File: config.mk
export PLATFORM = sky130hd
export DESIGN_NAME = regfile_read_arbiter_flat
export DESIGN_NICKNAME = d
export VERILOG_FILES = /design/src/rtl/regfile_read_arbiter_if.sv /design/src/rtl/regfile_read_arbiter.sv /design/src/flat_wrapper.sv
export SDC_FILE = /design/constraint.sdc
export NUM_CORES = 1
export LEC_CHECK = 0
export ABC_CLOCK_PERIOD_IN_PS = 2400
export CAP_MARGIN = 15
export CORE_ASPECT_RATIO = 1.75
export CORE_UTILIZATION = 40
export DETAILED_ROUTE_END_ITERATION = 12
export GPL_TIMING_DRIVEN = 0
export PLACE_DENSITY = 0.74
export SYNTH_ARGS = -nofsm -noshare
export SYNTH_HDL_FRONTEND = slang
export SYNTH_SLANG_ARGS = --single-unit
File: constraint.sdc
create_clock -name clock -period 2.4 [get_ports clock]
set_input_delay 0.6 -clock clock [delete_from_list [all_inputs] [get_ports clock]]
set_output_delay 0.6 -clock clock [all_outputs]
set_load 0.02 [all_outputs]
File: src/rtl/regfile_read_arbiter_if.sv
// Bundle of requester, regfile read-port and response signals for regfile_read_arbiter.
// master: the environment side (requesters + regfile); slave: the arbiter.
interface regfile_read_arbiter_if #(
  parameter int unsigned NUM_REQ = 3,
  parameter int unsigned ID_W    = 2
);
  logic [NUM_REQ-1:0]   req_valid;
  logic [3*NUM_REQ-1:0] req_reg;
  logic [NUM_REQ-1:0]   req_last;
  logic [NUM_REQ-1:0]   req_ready;
  logic [2:0]           ctrl_readReg;
  logic [7:0]           data_readReg;
  logic                 rsp_valid;
  logic [ID_W-1:0]      rsp_id;
  logic [7:0]           rsp_data;
  logic                 locked;

  modport master (
    output req_valid, req_reg, req_last, data_readReg,
    input  req_ready, ctrl_readReg, rsp_valid, rsp_id, rsp_data, locked
  );

  modport slave (
    input  req_valid, req_reg, req_last, data_readReg,
    output req_ready, ctrl_readReg, rsp_valid, rsp_id, rsp_data, locked
  );
endinterface

File: src/rtl/regfile_read_arbiter.sv
// Round-robin arbiter sharing one combinational regfile read port among NUM_REQ requesters,
// with locked multi-beat bursts (forced release after MAX_BURST beats) and a registered,
// ID-tagged response one cycle after each accepted beat.
// Optional macro RFARB_FIXED_PRIO_EN: requester 0 has fixed priority in IDLE; the others
// rotate among themselves. An active burst is never preempted.
module regfile_read_arbiter #(
  parameter int unsigned NUM_REQ   = 3,
  parameter int unsigned ID_W      = 2,
  parameter int unsigned MAX_BURST = 4
) (
  input  logic                  clock,
  input  logic                  reset,
  regfile_read_arbiter_if.slave bus
);

`ifdef RFARB_FIXED_PRIO_EN
  localparam bit FixedPrio = 1'b1;
`else
  localparam bit FixedPrio = 1'b0;
`endif

  localparam logic [3:0] MaxBurst = 4'(MAX_BURST);

  typedef enum logic [0:0] {StIdle, StLocked} state_e;

  state_e          r_state, w_state_nxt;
  logic [ID_W-1:0] r_rr_ptr, w_rr_ptr_nxt;
  logic [ID_W-1:0] r_owner, w_owner_nxt;
  logic [3:0]      r_beat_cnt, w_beat_cnt_nxt;
  logic            r_rsp_valid;
  logic [ID_W-1:0] r_rsp_id;
  logic [7:0]      r_rsp_data;

  logic            w_grant_vld;
  logic [ID_W-1:0] w_grant_idx;
  logic [ID_W-1:0] w_cand;
  logic [2:0]      w_rd_idx;
  logic            w_last;

  function automatic logic [ID_W-1:0] next_ptr(input logic [ID_W-1:0] p);
    return (p == ID_W'(NUM_REQ - 1)) ? '0 : p + 1'b1;
  endfunction

  // Pick the granted requester: owner while locked, otherwise rotating scan from rr_ptr
  always_comb begin
    w_grant_vld = 1'b0;
    w_grant_idx = '0;
    w_cand      = '0;
    if (reset) begin
      w_grant_vld = 1'b0;
    end else if (r_state == StLocked) begin
      w_grant_vld = bus.req_valid[r_owner];
      w_grant_idx = r_owner;
    end else if (FixedPrio && bus.req_valid[0]) begin
      w_grant_vld = 1'b1;
      w_grant_idx = '0;
    end else begin
      for (int unsigned k = 0; k < NUM_REQ; k++) begin
        w_cand = ID_W'((32'(r_rr_ptr) + k) % NUM_REQ);
        // Under fixed priority requester 0 is handled above, so skip it in the rotation
        if (!w_grant_vld && bus.req_valid[w_cand] && !(FixedPrio && w_cand == '0)) begin
          w_grant_vld = 1'b1;
          w_grant_idx = w_cand;
        end
      end
    end
  end

  // Route the granted requester's register index to the regfile
  always_comb begin
    w_rd_idx = 3'b000;
    for (int unsigned j = 0; j < NUM_REQ; j++) begin
      if (w_grant_vld && w_grant_idx == ID_W'(j)) w_rd_idx = bus.req_reg[3*j +: 3];
    end
  end

  assign w_last           = bus.req_last[w_grant_idx];
  assign bus.req_ready    = w_grant_vld ? (NUM_REQ'(1) << w_grant_idx) : '0;
  assign bus.ctrl_readReg = w_rd_idx;

  // Arbitration next-state: lock on a non-last beat, release on last or beat limit
  always_comb begin
    w_state_nxt    = r_state;
    w_rr_ptr_nxt   = r_rr_ptr;
    w_owner_nxt    = r_owner;
    w_beat_cnt_nxt = r_beat_cnt;
    if (w_grant_vld) begin
      unique case (r_state)
        StIdle: begin
          if (w_last || MAX_BURST == 1) begin
            if (!(FixedPrio && w_grant_idx == '0)) w_rr_ptr_nxt = next_ptr(w_grant_idx);
          end else begin
            w_state_nxt    = StLocked;
            w_owner_nxt    = w_grant_idx;
            w_beat_cnt_nxt = 4'd1;
          end
        end
        StLocked: begin
          w_beat_cnt_nxt = r_beat_cnt + 4'd1;
          if (w_last || (r_beat_cnt + 4'd1) == MaxBurst) begin
            w_state_nxt    = StIdle;
            w_beat_cnt_nxt = 4'd0;
            if (!(FixedPrio && r_owner == '0)) w_rr_ptr_nxt = next_ptr(r_owner);
          end
        end
        default: w_state_nxt = StIdle;
      endcase
    end
  end

  // Arbitration state registers
  always_ff @(posedge clock or posedge reset) begin
    if (reset) begin
      r_state    <= StIdle;
      r_rr_ptr   <= '0;
      r_owner    <= '0;
      r_beat_cnt <= '0;
    end else begin
      r_state    <= w_state_nxt;
      r_rr_ptr   <= w_rr_ptr_nxt;
      r_owner    <= w_owner_nxt;
      r_beat_cnt <= w_beat_cnt_nxt;
    end
  end

  // Response capture: data and ID hold between beats, valid pulses once per beat
  always_ff @(posedge clock or posedge reset) begin
    if (reset) begin
      r_rsp_valid <= 1'b0;
      r_rsp_id    <= '0;
      r_rsp_data  <= '0;
    end else if (w_grant_vld) begin
      r_rsp_valid <= 1'b1;
      r_rsp_id    <= w_grant_idx;
      r_rsp_data  <= bus.data_readReg;
    end else begin
      r_rsp_valid <= 1'b0;
    end
  end

  assign bus.rsp_valid = r_rsp_valid;
  assign bus.rsp_id    = r_rsp_id;
  assign bus.rsp_data  = r_rsp_data;
  assign bus.locked    = (r_state == StLocked);

endmodule
File: src/flat_wrapper.sv
// flat-port wrapper written by rule: the top's interface ports become plain ports
module regfile_read_arbiter_flat 
#(
  parameter int unsigned NUM_REQ   = 3,
  parameter int unsigned ID_W      = 2,
  parameter int unsigned MAX_BURST = 4
)
  (clock, reset, bus_req_valid, bus_req_reg, bus_req_last, bus_data_readReg, bus_req_ready, bus_ctrl_readReg, bus_rsp_valid, bus_rsp_id, bus_rsp_data, bus_locked);
  regfile_read_arbiter_if #(.NUM_REQ(NUM_REQ), .ID_W(ID_W)) bus_i ();
  input  logic clock;
  input  logic reset;
  input wire logic [$bits(bus_i.req_valid)-1:0] bus_req_valid;
  input wire logic [$bits(bus_i.req_reg)-1:0] bus_req_reg;
  input wire logic [$bits(bus_i.req_last)-1:0] bus_req_last;
  input wire logic [$bits(bus_i.data_readReg)-1:0] bus_data_readReg;
  output wire logic [$bits(bus_i.req_ready)-1:0] bus_req_ready;
  output wire logic [$bits(bus_i.ctrl_readReg)-1:0] bus_ctrl_readReg;
  output wire logic [$bits(bus_i.rsp_valid)-1:0] bus_rsp_valid;
  output wire logic [$bits(bus_i.rsp_id)-1:0] bus_rsp_id;
  output wire logic [$bits(bus_i.rsp_data)-1:0] bus_rsp_data;
  output wire logic [$bits(bus_i.locked)-1:0] bus_locked;
  assign bus_i.req_valid = bus_req_valid;
  assign bus_i.req_reg = bus_req_reg;
  assign bus_i.req_last = bus_req_last;
  assign bus_i.data_readReg = bus_data_readReg;
  assign bus_req_ready = bus_i.req_ready;
  assign bus_ctrl_readReg = bus_i.ctrl_readReg;
  assign bus_rsp_valid = bus_i.rsp_valid;
  assign bus_rsp_id = bus_i.rsp_id;
  assign bus_rsp_data = bus_i.rsp_data;
  assign bus_locked = bus_i.locked;
  regfile_read_arbiter #(.NUM_REQ(NUM_REQ), .ID_W(ID_W), .MAX_BURST(MAX_BURST)) u_core (.clock(clock), .reset(reset), .bus(bus_i));
endmodule
Word level (Yosys, flattened, before mapping)
Cells that the tools add are included.
{"block": "op_classes", "magnitude_cmp": 5, "n_addsub": 5, "mux": 40, "n_eq_ne": 7, "multipliers": 0, "n_shift": 1, "div": 3, "bitwise": 2, "n_reduce_logical": 12}
{"operator": "$mod A32 B2 Y32 const B", "n": 2}
{"operator": "$mod A2 B2 Y32 const B", "n": 1}
{"operator": "$mux W2", "n": 9}
{"operator": "$mux W1", "n": 17}
{"operator": "$lt A2 B3 Y1 const B", "n": 5}
{"operator": "$mux W3", "n": 4}
{"operator": "$bmux W1 S2", "n": 5}
{"operator": "$mux W4", "n": 2}
{"operator": "$pmux W4 S2", "n": 1}
{"operator": "$reduce_and A3 Y1", "n": 2}
{"operator": "$logic_and A1 B1 Y1", "n": 5}
{"operator": "$add A2 B1 Y2 const B", "n": 2}
{"operator": "$add A4 B1 Y4 const B", "n": 1}
{"operator": "$eq A2 B2 Y1 const B", "n": 2}
{"operator": "$eq A4 B3 Y1 const B", "n": 1}
{"operator": "$ne A2 B2 Y1 const B", "n": 2}
{"operator": "$pmux W2 S2", "n": 1}
{"operator": "$add A2 B1 Y3 const B", "n": 1}
{"operator": "$add A2 B2 Y3 const B", "n": 1}
{"operator": "$shl A1 B2 Y3 const A", "n": 1}
{"operator": "$eq A2 B1 Y1 const B", "n": 1}
{"operator": "$logic_not A1 Y1", "n": 2}
{"operator": "$logic_not A2 Y1", "n": 1}
{"operator": "$ne A2 B1 Y1 const B", "n": 1}
{"operator": "other kinds (4)", "n": 5}
{"block": "word_totals", "mem_bits_rw": 0, "output_inout_bits": 18, "memories": 0, "latchBits": 0, "wordCells": 82, "inputBits": 25, "reg_bits": 20, "mem_bits_ro": 0}

Logic depth before layout (Yosys ltp)
Gate-level depths: netlist of the first run.
{"block": "logic_depth", "depth_word": 21, "depth_mapped": 11}

Worst setup path before layout of the first run
OpenSTA, ideal clock, no wires.
{"block": "synth_path", "path_type": "reg-to-output", "start": "register u_core.r_rr_ptr[0]", "end": "output bus_ctrl_readReg[0]", "path_slack_ps": -576, "n_path_buf": 2, "arrival_time_ps": 2376, "stages_incl_launch_ff": 10, "t_required_ps": 1800, "cell_sequence": "dfrtp_1 > inv_1 > ha_1 > nor2_1 > o31ai_1 > a2111o_1 > a21o_1 > buf_4 > clkbuf_1 > a211oi_1"}
{"block": "synth_between", "elab_chain_cells": 21, "word_cells_on_any_way": 38}
{"element": "from (decl)", "line": "regfile_read_arbiter.sv:27", "rtl": "logic [ID_W-1:0] r_rr_ptr, w_rr_ptr_nxt;"}
{"element": "from (signal assigned)", "line": "regfile_read_arbiter.sv:120", "rtl": "r_rr_ptr <= w_rr_ptr_nxt;"}
{"element": "parallel branches: the longest is 20 deep, another holds $mod A32 B2 Y32"}
{"element": "$mux W3 *", "line": "regfile_read_arbiter.sv:73", "rtl": "if (w_grant_vld && w_grant_idx == ID_W'(j)) w_rd_idx = bus.req_reg[3*j +: 3];"}
{"element": "to (decl)", "line": "flat_wrapper.sv:17", "rtl": "output wire logic [$bits(bus_i.ctrl_readReg)-1:0] bus_ctrl_readReg;"}
Every way passes the cells marked *. The select of a mux whose other input is x is not followed.

Worst setup path in the final report of the first run
{"block": "layout_path", "start": "register u_core.r_rr_ptr[1]", "end": "output bus_ctrl_readReg[1]"}
The elaborated chain is that of the path after synthesis.

==> metrics, run 1 <==
number of synthesized flops with an enable pin 0; Die H 77.7 um; Seq/Total Area, Yosys 0.382; max-slew violations 0; Primary FF master, synth dfrtp_1; Via Count 1404; Cell Chain, Critical Path ha_4 -> nor2_4 -> a2111oi_4 -> a31oi_4 -> buf_6 -> mux2i_2 -> a211oi_4 -> buf_6; power density cells 1220 nW/um2; DRC Markers 0; Clock Power Share 0.116; number of buffers created by CTS 3; minimum clock period 3.02 ns; Synth Cell Area 1310 um2; Syn-to-layout area delta 79.7%; fin crit share 1.26; crit path max fanout 5; Post-synth top cells nand2_1, dfrtp_1, nor2_1; row cnt 27; vias in the first global route 1441; Leakage Power 0.00104 uW; DR iter-0 viols 18; Setup CP Type reg2out; Logic pwr share 0.675; maximum number of pins on one net before global-route repair 13; Placement Setup Slack -1.46 ns; first-pass GRT wire length 6560 um; Yosys top cell area share 0.382; Power Internal 1680 uW; cts hold-fix bufs 0; Routability Congestion 0.764; unrepaired setup endpoints after global routing yes; sequential share of power 0.210; final clock skew 0.00347 ns; Initial Util 0.417; ratio of cells with drive above 1 in the final layout 0.386; slowest cell on the critical path dfrtp_1; syn nets 172; asr flop ratio synth 1.00; Slew @ Worst Pin 0.507 ns; Clock Path Buffers 2; DR WL/cell 17.2 um; post-route ant nets 0; Vias/cell 5.44; drt pass-1 iters 4; Slew headroom 0.660; Avg Cell Area, Syn 9.16 um2; Crit path max-delay family compound AO/OA/AOI/OAI gates; Max Clk Rate 331 MHz; Switch Pwr 1190 uW; CTS tree built; core area 3140 um2; Die W 45.3 um; count leader, synth nand2_1; clk_lat worst skew 0.25 ns; Arrival @ worst endpoint 2.42 ns; worst hold path type reg2reg; Largest stage delay, worst path 0.44 ns; Root Buffer clkbuf_8; most frequent CP cell buf_6; I/O Buffers 42; failing checks setup timing; Routed WL 4430 um; synth unique cells 51; final worst slack -0.618 ns; worst path required time 1.80 ns; clk slew on worst S/H paths 0.08 ns; Buf/Inv on CP 2; synth warn 0; final hold vios 0; antenna violations before repair 0; Overflow after GRT 0; Tot GR Track Use 0.251; area leader, netlist dfrtp_1; HPWL Detailed 2740 um; # diodes 0; die area 3520 um2; Switching Share 0.415; number of max-cap violations 0; Gate Count Post-Synth 143; Final #Nets 245; crit path launch type register; dpl cells 228; FF+latch count, synth 20; Worst Setup End Kind primary output; Peak VDD IR 0.000781 V; clk sinks 20; Clock H-tree levels 1; Synth area leaders dfrtp_1, nand2_1, mux2i_1; fin cells 258; # IOs 43; Finish-stage setup viols 8; status finished, violations left
[kinds of logic (layout without fill, tap and decap cells)]
family                     after synthesis  after routing  synth area share
AOI/OAI and AO/OA                       35             35             0.223
xor gates and xnor gates                 1              1           0.00669
muxes                                    7              7            0.0544
and+or+nand+nor                         61             61             0.241
buffers and inverters                   15             87            0.0554
DFF                                     20             20             0.382
adders and majority gates                4              4            0.0382
[layer usage]
layer	wire (um)	track usage	up-vias
met3	97	0.0256	12
met2	2690	0.480	42
met4	148	0.115	0
li1	-	-	667
met5	0	0	-
met1	1500	0.247	683
[per-stage QoR]
stage               cell area [um2]  TNS [ns]  hold slack [ns]  power, uW  utilization
floorplan                      1430    -0.563            0.457       1580            -
global placement               1900    -14.66            0.457       2000        0.606
detailed placement             1900    -16.04            0.460       2050        0.606
CTS                            2220     -3.44            0.481       2660        0.706
global route                   2350     -3.90            0.494       3030        0.749
finish                         2350     -3.21            0.478       2870        0.749
[area by class of cell]
class	count	area [um2]
inverter	9	40.0
buffer	5	73.8
timing repair inverter	1	5.00
fill	210	788
sequential	20	500
multi-input combinational	108	967
timing repair buffer	68	642
clock buffer	3	41.3
tap	43	53.8
clock inverter	1	30.0
[what timing repair did]
item | CTS | global route
gates cloned | 1 | 0
buffers inserted | 17 | 9
pin swaps | 9 | 3
resized for setup | 59 | 16
setup endpoints to repair | 26 | 15
[worst paths after layout]
| kind | slack [ns] | startpoint | end | cells past startpoint |
|---|---|---|---|---|
| worst max-delay path | -0.62 | u_core.r_rr_ptr[1] | bus_ctrl_readReg[1] | 8 |
| worst min-delay path | 0.48 | u_core.bus.rsp_id[0] | u_core.bus.rsp_id[0] | 1 |
| worst max register to register | -0.08 | u_core.r_rr_ptr[1] | u_core.r_beat_cnt[2] | 9 |
| worst min register to register | 0.48 | u_core.bus.rsp_id[0] | u_core.bus.rsp_id[0] | 1 |
| max in group asynchronous | 1.41 | reset | u_core.bus.rsp_data[6] | 2 |
| min in group asynchronous | 0.72 | reset | u_core.bus.rsp_data[3] | 2 |
[cells in the final DEF (no fill, tap or decap), types with 2 or more instances in the layout]
cell type        netlist  final
inv_1                  7      3
a21oi_1                2      2
nor3_1                 2      2
nand2b_4               2      3
mux2i_1                6      4
clkbuf_8               0      3
clkdlybuf4s50_1        0     32
inv_2                  2      4
nor2_2                 0      3
and3_1                 3      2
nand3_1                2      2
a22o_2                 2      2
buf_6                  1     12
dfrtp_1               20     20
or3b_1                 2      2
ha_4                   0      2
mux2i_2                0      2
dlygate4sd2_1          0      4
nor2_4                 0      4
nand2_1               29     28
o22a_1                 2      2
ha_1                   4      2
a21o_1                 4      3
or3_1                  3      3
a211oi_4               0      3
buf_4                  2     22
[registers in the layout, summed over array words and instances (netlist names)]
register	cells
u_core.bus.rsp_id	2
u_core.r_rr_ptr	2
u_core.bus.locked	1
u_core.bus.rsp_data	8
u_core.bus.rsp_valid	1
u_core.r_owner	2
u_core.r_beat_cnt	4
[power groups by stage]
| stage | clock network [uW] | logic, uW | registers, uW |
|---|---|---|---|
| finish | 332 | 1940 | 602 |
| global route | 354 | 2060 | 618 |
| CTS | 338 | 1730 | 594 |
| detailed placement | 0 | 1450 | 600 |
| global placement | 0 | 1410 | 593 |
| floorplan | 0 | 878 | 701 |
(Power assumes the default switching activity.)
==> inputs of run 2 (changes only) <==
- PLACE_DENSITY: 0.74 -> not set
- PLACE_DENSITY_LB_ADDON: not set -> 0.2
- SLEW_MARGIN: not set -> 40
==> metrics, run 2 (synthesis gave the netlist of run 1 again) <==
status finished, violations left (unchanged); failing checks setup timing (unchanged); HPWL Detailed 2720 um (was 2740 um); final worst slack -0.575 ns (was -0.618 ns); DR iter-0 viols 44 (was 18); number of max-cap violations 0 (unchanged); Setup CP Type reg2out (unchanged); clk sinks 20 (unchanged); CTS tree built (unchanged); max-slew violations 0 (unchanged); Root Buffer clkbuf_8 (unchanged); Slew headroom 0.655 (was 0.660); Syn-to-layout area delta 70.9% (was 79.7%); reg2reg path depth 11 (was 9); # IOs 43 (unchanged); Routed WL 4020 um (was 4430 um); Slew @ Worst Pin 0.511 ns (was 0.507 ns); Clock H-tree levels 1 (unchanged); Power, Total 2640 uW (was 2870 uW); maximum number of pins on one net before global-route repair 11 (was 13); Arrival @ worst endpoint 2.37 ns (was 2.42 ns); number of buffers created by CTS 3 (unchanged); Tot GR Track Use 0.233 (was 0.251); final hold vios 0 (unchanged); DRC Markers 0 (unchanged); Worst Setup End Kind primary output (unchanged); most common cell after layout, fill and taps aside clkdlybuf4s50_1 (unchanged); first-pass GRT wire length 6140 um (was 6560 um); unrepaired setup endpoints after global routing yes (unchanged); ratio of cells with drive above 1 in the final layout 0.338 (was 0.386); crit path launch type register (unchanged); I/O Buffers 42 (unchanged); worst hold path type reg2reg (unchanged); drt pass-1 iters 4 (unchanged); Overflow after GRT 0 (unchanged); Initial Util 0.417 (unchanged); Via Count 1375 (was 1404); row cnt 27 (unchanged); Die W 45.3 um (unchanged); Leakage Power 0.000998 uW (was 0.00104 uW); antenna violations before repair 0 (unchanged); clk_lat worst skew 0.26 ns (was 0.25 ns); vias in the first global route 1366 (was 1441); crit path max fanout 6 (was 5); minimum clock period 2.97 ns (was 3.02 ns); hold depth 2 (was 1); cts hold-fix bufs 0 (unchanged); most frequent cells in the layout clkdlybuf4s50_1, nand2_1, dfrtp_1, buf_4, buf_6 (was clkdlybuf4s50_1, nand2_1, buf_4, dfrtp_1, buf_6); core area 3140 um2 (unchanged); worst path required time 1.80 ns (about the same); Max Clk Rate 336 MHz (was 331 MHz); Clock Path Buffers 2 (unchanged); final core utilization 0.712 (was 0.749); max reg flops 8 (unchanged); final clock skew 0.00865 ns (was 0.00347 ns); clk slew on worst S/H paths 0.08 ns (about the same); power density cells 1180 nW/um2 (was 1220 nW/um2); Placement Setup Slack -1.49 ns (was -1.46 ns); # diodes 0 (unchanged); fin crit share 1.24 (was 1.26); fin cells 250 (was 258); Final #Nets 238 (was 245); Peak VDD IR 0.000683 V (was 0.000781 V); placed cell area 1900 um2 (unchanged); post-route cell area 2240 um2 (was 2350 um2); Routability Congestion 0.859 (was 0.764); Die H 77.7 um (unchanged); Finish-stage setup viols 9 (was 8); # fillers 228 (was 210); post-route ant nets 0 (unchanged); DR WL/cell 16.1 um (was 17.2 um); Vias/cell 5.50 (was 5.44); die area 3520 um2 (unchanged); dpl cells 228 (unchanged)
==> run 2: cell count changes in the layout (fill, tap and decap cells not counted), sizes merged <==
cell | previous run | this run
bufinv | 1 | 0
buf | 36 | 29
==> run 2: per-stage QoR <==
stage	hold WS (ns)	setup TNS (ns)
floorplan	0.457	-0.563
CTS	0.481	-3.23
finish	0.483	-3.52
global route	0.507	-4.04
detailed placement	0.465	-16.16
global placement	0.456	-15.10
==> run 2: layout make-up <==
cell class,count,area (um2),share of cell area
timing repair buffer,60,569,0.254
buffer,6,85.1,0.0380
clock buffer,3,41.3,0.0184
multi-input combinational,108,945,0.422
inverter,9,37.5,0.0168
tap,43,53.8,0.0240
sequential,20,502,0.224
timing repair inverter,1,5.00,0.00224
==> run 2: where the power goes <==
group          switching (uW)  internal, uW  leakage, uW  total, uW
combinational             907           907     0.000723       1810
clock                     109           112    0.0000216        221
sequential                121           483     0.000253        604
==> run 2: repair_timing <==
action	4_1_cts	5_1_grt
setup endpoints to repair	26	13
pin swaps	9	8
gates cloned	1	0
gates resized for setup	52	15
setup buffers	16	2
==> run 2: path summary, 6_finish.rpt <==
path	end	startpoint	slack, ns
hold / removal	u_core.bus.rsp_data[3]	u_core.bus.rsp_data[3]	0.48
setup reg to reg	u_core.r_beat_cnt[2]	u_core.r_rr_ptr[0]	-0.17
hold reg to reg	u_core.bus.rsp_data[3]	u_core.bus.rsp_data[3]	0.48
max in group asynchronous	u_core.bus.rsp_data[4]	reset	1.41
setup / recovery	bus_ctrl_readReg[0]	u_core.r_rr_ptr[0]	-0.57
min in group asynchronous	u_core.bus.rsp_data[5]	reset	0.70
==> run 2: per-layer routing <==
| layer | share of wire | routed length (um) | global-route usage |
|---|---|---|---|
| met2 | 0.60 | 2420 | 0.462 |
| met1 | 0.36 | 1440 | 0.241 |
| met4 | 0.0097 | 39 | 0.0515 |
| met5 | 0 | 0 | 0 |
| met3 | 0.031 | 124 | 0.0233 |
==> run 2: critical path, stage by stage, from the launching register on <==
cell       delay [ns]
dfrtp_1          0.40
buf_6            0.13
ha_4             0.17
nor2_4           0.15
o31ai_2          0.08
a2111o_1         0.40
a21o_1           0.21
buf_6            0.13
clkbuf_16        0.14
a211oi_4         0.16
buf_6            0.15
